## config.mk

```make
export PLATFORM = sky130hd
export DESIGN_NAME = datapath_cmd_sequencer
export DESIGN_NICKNAME = d
export VERILOG_FILES = /design/src/rtl/datapath_cmd_sequencer.sv
export SDC_FILE = /design/constraint.sdc
export NUM_CORES = 1
export LEC_CHECK = 0
export ABC_AREA = 1
export CAP_MARGIN = 10
export CORE_MARGIN = 5
export CORE_UTILIZATION = 56
export DETAILED_ROUTE_END_ITERATION = 16
export HOLD_SLACK_MARGIN = 0.02
export PLACE_DENSITY = 0.79
export SLEW_MARGIN = 20
export SYNTH_ARGS = -nofsm -noshare
export SYNTH_HDL_FRONTEND = slang
export SYNTH_SLANG_ARGS = --single-unit
```

## constraint.sdc

```tcl
create_clock -name clock -period 5.75 [get_ports clock]
set_clock_uncertainty 0.15 [all_clocks]
set_input_delay 1.15 -clock clock [delete_from_list [all_inputs] [get_ports clock]]
set_output_delay 1.15 -clock clock [all_outputs]
set_load 0.1 [all_outputs]
```

## src/rtl/datapath_cmd_sequencer.sv

```systemverilog
// datapath_cmd_sequencer
//   Buffers datapath control words in a small FIFO and issues each one to the
//   register-file/ALU datapath for cmd_rep+1 consecutive clock edges. The
//   datapath status is captured at the final execution of every command, and
//   done pulses for one cycle afterwards.
//
//   Optional build macro: DPSEQ_ZERO_EXIT_EN
//     Defined   - status[ZERO_BIT]=1 at an execution edge ends the command early.
//     Undefined - status is only captured into last_status.
//
// Ports
//   clock, reset              rising-edge clock, asynchronous active-low reset
//   cmd_valid / cmd_ready     command handshake; accepted when both are high
//   cmd_da/sa/sb/w/k/bs/fs    control word fields
//   cmd_rep                   extra repetitions (word executes cmd_rep+1 times)
//   da/sa/sb/w/k/bs/fs        control outputs to the datapath
//   status                    datapath status flags
//   busy                      a command is executing or the FIFO is non-empty
//   done                      one-cycle pulse after a command's final execution
//   last_status               status captured at the last completed command
module datapath_cmd_sequencer #(
   parameter int unsigned DEPTH    = 4,
   parameter int unsigned REP_W    = 4,
   parameter int unsigned ZERO_BIT = 0
) (
   input  logic             clock,
   input  logic             reset,
   input  logic             cmd_valid,
   output logic             cmd_ready,
   input  logic [4:0]       cmd_da,
   input  logic [4:0]       cmd_sa,
   input  logic [4:0]       cmd_sb,
   input  logic             cmd_w,
   input  logic [63:0]      cmd_k,
   input  logic             cmd_bs,
   input  logic [4:0]       cmd_fs,
   input  logic [REP_W-1:0] cmd_rep,
   output logic [4:0]       da,
   output logic [4:0]       sa,
   output logic [4:0]       sb,
   output logic             w,
   output logic [63:0]      k,
   output logic             bs,
   output logic [4:0]       fs,
   input  logic [3:0]       status,
   output logic             busy,
   output logic             done,
   output logic [3:0]       last_status
);

   localparam int unsigned PTR_W  = (DEPTH > 1) ? $clog2(DEPTH) : 1;
   // Control word without the repeat field, then with it in the low bits.
   localparam int unsigned CUR_W  = 5 + 5 + 5 + 1 + 64 + 1 + 5;
   localparam int unsigned WORD_W = CUR_W + REP_W;

   localparam logic [PTR_W:0]   CNT_FULL = (PTR_W+1)'(DEPTH);
   localparam logic [PTR_W:0]   CNT_ONE  = (PTR_W+1)'(1);
   localparam logic [PTR_W-1:0] PTR_ONE  = PTR_W'(1);
   localparam logic [REP_W-1:0] REP_ONE  = REP_W'(1);

`ifdef DPSEQ_ZERO_EXIT_EN
   localparam logic ZERO_EXIT_EN = 1'b1;
`else
   localparam logic ZERO_EXIT_EN = 1'b0;
`endif

   typedef enum logic {StIdle, StIssue} state_e;

   state_e            state_q, state_d;
   logic [WORD_W-1:0] mem_q [DEPTH];
   logic [PTR_W-1:0]  wr_ptr_q, rd_ptr_q;
   logic [PTR_W:0]    count_q;
   logic [CUR_W-1:0]  cur_q;
   logic [REP_W-1:0]  rep_cnt_q;
   logic              done_q;
   logic [3:0]        last_status_q;

   logic              full, empty, push, pop, complete, cur_w;
   logic [WORD_W-1:0] head;

   // ---------------------------------------------------------------------
   // FIFO
   // ---------------------------------------------------------------------
   assign full      = (count_q == CNT_FULL);
   assign empty     = (count_q == '0);
   // Depends on occupancy only; held low while reset is asserted.
   assign cmd_ready = reset & ~full;
   assign push      = cmd_valid & cmd_ready;
   assign head      = mem_q[rd_ptr_q];

   always_ff @(posedge clock) begin
      if (push) begin
         mem_q[wr_ptr_q] <= {cmd_da, cmd_sa, cmd_sb, cmd_w, cmd_k, cmd_bs, cmd_fs, cmd_rep};
      end
   end

   always_ff @(posedge clock or negedge reset) begin
      if (!reset) begin
         wr_ptr_q <= '0;
         rd_ptr_q <= '0;
         count_q  <= '0;
      end else begin
         if (push) wr_ptr_q <= wr_ptr_q + PTR_ONE;
         if (pop)  rd_ptr_q <= rd_ptr_q + PTR_ONE;
         unique case ({push, pop})
            2'b10:   count_q <= count_q + CNT_ONE;
            2'b01:   count_q <= count_q - CNT_ONE;
            default: count_q <= count_q;
         endcase
      end
   end

   // ---------------------------------------------------------------------
   // Sequencing FSM
   // ---------------------------------------------------------------------
   // Final execution of the current word happens at this edge.
   assign complete = (state_q == StIssue) &
                     ((rep_cnt_q == '0) | (ZERO_EXIT_EN & status[ZERO_BIT]));

   always_ff @(posedge clock or negedge reset) begin
      if (!reset) state_q <= StIdle;
      else        state_q <= state_d;
   end

   always_comb begin
      state_d = state_q;
      unique case (state_q)
         StIdle:  if (!empty) state_d = StIssue;
         StIssue: if (complete && empty) state_d = StIdle;
         default: state_d = StIdle;
      endcase
   end

   always_comb begin
      pop = 1'b0;
      w   = 1'b0;
      unique case (state_q)
         StIdle:  pop = ~empty;
         StIssue: begin
            pop = complete & ~empty;
            w   = cur_w;
         end
         default: ;
      endcase
   end

   // ---------------------------------------------------------------------
   // Current word, repeat counter, completion reporting
   // ---------------------------------------------------------------------
   always_ff @(posedge clock or negedge reset) begin
      if (!reset) begin
         cur_q         <= '0;
         rep_cnt_q     <= '0;
         done_q        <= 1'b0;
         last_status_q <= '0;
      end else begin
         done_q <= complete;
         if (complete) last_status_q <= status;
         if (pop) begin
            cur_q     <= head[WORD_W-1:REP_W];
            rep_cnt_q <= head[REP_W-1:0];
         end else if (complete) begin
            // Early exit may leave repetitions; drop them.
            rep_cnt_q <= '0;
         end else if (state_q == StIssue) begin
            rep_cnt_q <= rep_cnt_q - REP_ONE;
         end
      end
   end

   assign {da, sa, sb, cur_w, k, bs, fs} = cur_q;
   assign busy        = (state_q == StIssue) | ~empty;
   assign done        = done_q;
   assign last_status = last_status_q;

endmodule

```

==> impl_results.md <==
* Psw at ~5.7 mW
* Max cap viols at 0
* Area after DPL at 0.0197 mm²
* Synth top area share at 59.6%
* Initial Utilization at 56.2%
* Syn_nets at 1,544
* Sw Share at 43.8%
* CTS H-Tree Depth at 2
* Clock Power Share at between 20% and 30%
* Status: completed
* Setup ws final at 1.84 ns
* Worst-path maximum fanout at 8
* Avg Cell Area, Syn at 12.6 µm²
* Comb pwr share at between 40% and 50%
* VDD IR max at ~0.00045 V
* Placed cells at between 1,500 and 2,000
* Clk slew on worst S/H paths at 0.06 ns
* Flop2flop setup slack at 2.18 ns
* Die footprint at around 0.036 mm²
* Total power at about 13 mW
* Synth Register Bits at roughly 460
* Post-layout minimum cycle time at 3.91 ns
* Worst Setup SP: count_q[0]
* Final Core Density at between 60 and 70%
* RSZ-0062 raised after global routing: false
* Worst Hold Class: flop to flop
* Register area share after synthesis at around 74%
* CTS tree: yes
* Row cnt at 66
* Clock Root Buffer: clkbuf_16
* Synth area leader: edfxtp_1
* Layout Cells excl Fill at 2,009
* First-pass GRT wire length at roughly 60 mm
* Final hold violation count at 0
* Synth top area cells: edfxtp_1 (60%), dfrtp_1 (14%), nand2_1 (6.2%)
* Core ar. at roughly 0.032 mm²
* Area of the mapped netlist at 0.0181 mm²
* Area Overhead vs Synth at 16.5%
* Pin count of the biggest net entering global routing at 128
* Final setup violation count at 0
* Final Slew Violations at 0
* Setup TNS at 0 ns
* Crit path required time at 4.45 ns
* Number of global-route vias before repair at 11,000
* Post-CTS Resized at 0
* R2r startpoint: rep_cnt_q[0]
* P_leak at 7.78 nW
* Commonest non-fill, non-tap cells in the layout: edfxtp_1 (360), nand2_1 (298), nor2_1 (189), clkdlybuf4s50_1 (187), o21ai_0 (179)
* Tcrit/Tclk final at around two thirds
* Total grt overflow at 0
* Remaining antenna violation count at 0
* Worst setup path class: flop to primary output
* Drt total wl at between 30 and 40 mm
* Most common cell after layout, fill and taps aside: edfxtp_1
* Internal power at 7.26 mW
* Synth warn at 0
* Post-Synthesis Cells at 1,440
* Reg2reg end: count_q[2]
* DR vias at between 10,000 and 15,000
* Clock sink total at 463
* DRC violations left at 0
* Startpoint Class: flop
* Power Density at between 600 and 700 mW/mm²
* FMAX at 256 MHz
* Worst-Skew Late Latency at 0.52 ns
* Die width at 190 µm
* Post-DP HPWL at 22.2 mm
* IO Port Bufs at 189
* CTS buffer count at 44
* Via/cell ratio at 5.41
* Initial antenna violation count at 6
* Worst setup EP type: primary output
* Hold slack at approximately 0.33 ns
* Hold buffer count at cts at 0
* Routability cong. at 0.743
* Synth cell types at 27
* First-pass detailed-route iteration total at 5
* Critical path capture point: busy
* Sequential share of power at 36.5%
* NumNets Final at 1,635
* DR iter-0 viols at 1,168
* Slew HR at 29.2%
* Clk buf depth at 3
* Total Routing Usage GR at 20.9%
* Share of layout cells above drive strength 1 at ~6.3%
* WL/cell at 19.0 µm
* Post-route cell area at 0.0211 mm²
* Die Span Y at 190 µm
* Worst reg-to-reg path cell count at 12
* Post-CTS Setup Bufs at 0
* Slew @ Worst Pin at between 1 and 1.5 ns
* I/O pin total at 190
* Pre-CTS setup slack at 2.16 ns
* Critical Path AT at 2.61 ns
## area by class of cell
class	count	area, µm²
Clock inverter	14	171
Clock buffer	66	1280
Inverter	25	104
Fill cell	2261	11200
Multi-Input combinational cell	792	3590
Sequential cell	463	13400
Tap cell	442	553
Timing Repair Buffer	205	2030
Antenna cell	2	5.00
## power by group through the flow
stage	Combinational (mW)	Clock [mW]	Sequential, mW
after floorplan	4.58	0	4.66
after global routing	5.69	3.07	4.78
after detailed placement	5.34	0	4.77
final	5.33	2.87	4.71
after global placement	5.24	0	4.76
after CTS	5.37	2.91	4.71
## sequential cells by signal (all words and copies together) (netlist names)
signal and count:
rep_cnt_q 4, state_q 1, last_status 4, cur_q 86, rd_ptr_q 2, mem_q 360
wr_ptr_q 2, done 1, count_q 3
## worst max-delay path, stage by stage, from the launching register on
cell and delay (ns):
dfrtp_1 0.38, nor2_1 0.07, nand2_1 0.16, inv_1 0.08, nand2_1 0.21, clkdlybuf4s50_1 1.18
## how the worst min path moves through the flow
stage,end,from,depth (start not counted),slack [ns]
floorplan,cur_q[70],cur_q[70],2,0.30
global placement,last_status[1],last_status[1],2,0.31
detailed placement,cur_q[63],cur_q[63],2,0.31
CTS,cur_q[63],cur_q[63],2,0.33
global route,cur_q[17],cur_q[17],2,0.34
finish,cur_q[9],cur_q[9],2,0.33
## kinds of logic (layout without fill, tap and decap cells)
logic type	after synthesis	after routing	synth area share, %
flip-flops	463	463	73.8
buffers and inverters	185	310	6.58
XOR/XNOR	4	4	0.193
other	0	2	0
AO/OA/AOI/OAI	270	270	8.09
AND/OR/NAND/NOR	511	511	10.8
adder cells (fa/ha/maj)	7	7	0.524
## layer usage
layer / track usage [%] / part of all wire (%) / vias to the layer above
met4: 5.82 / 2.1 / 10
met2: 35.6 / 51 / 314
met5: 0 / 0.17 / -
met3: 4.24 / 5.9 / 61
met1: 27.7 / 41 / 5357
li1: - / - / 5121
## synthesized netlist by cell type
| master | number |
|---|---|
| o21ai_0 | 179 |
| a21oi_1 | 2 |
| a21boi_0 | 1 |
| nand2_4 | 1 |
| xnor2_1 | 1 |
| nor2_4 | 1 |
| o22ai_1 | 86 |
| inv_6 | 1 |
| nand2_1 | 298 |
| buf_4 | 95 |
| inv_1 | 22 |
| fa_1 | 1 |
| nand2_2 | 5 |
| edfxtp_1 | 360 |
| nor2_2 | 1 |
| nand3_1 | 11 |
| a21oi_2 | 2 |
| xor2_1 | 3 |
| clkbuf_1 | 32 |
| inv_4 | 1 |
| buf_2 | 18 |
| buf_6 | 15 |
| nand3b_1 | 1 |
| inv_2 | 1 |
| dfrtp_1 | 103 |
| ha_1 | 6 |
| nor2_1 | 193 |
Note: power is estimated with default switching activity, not from simulation.
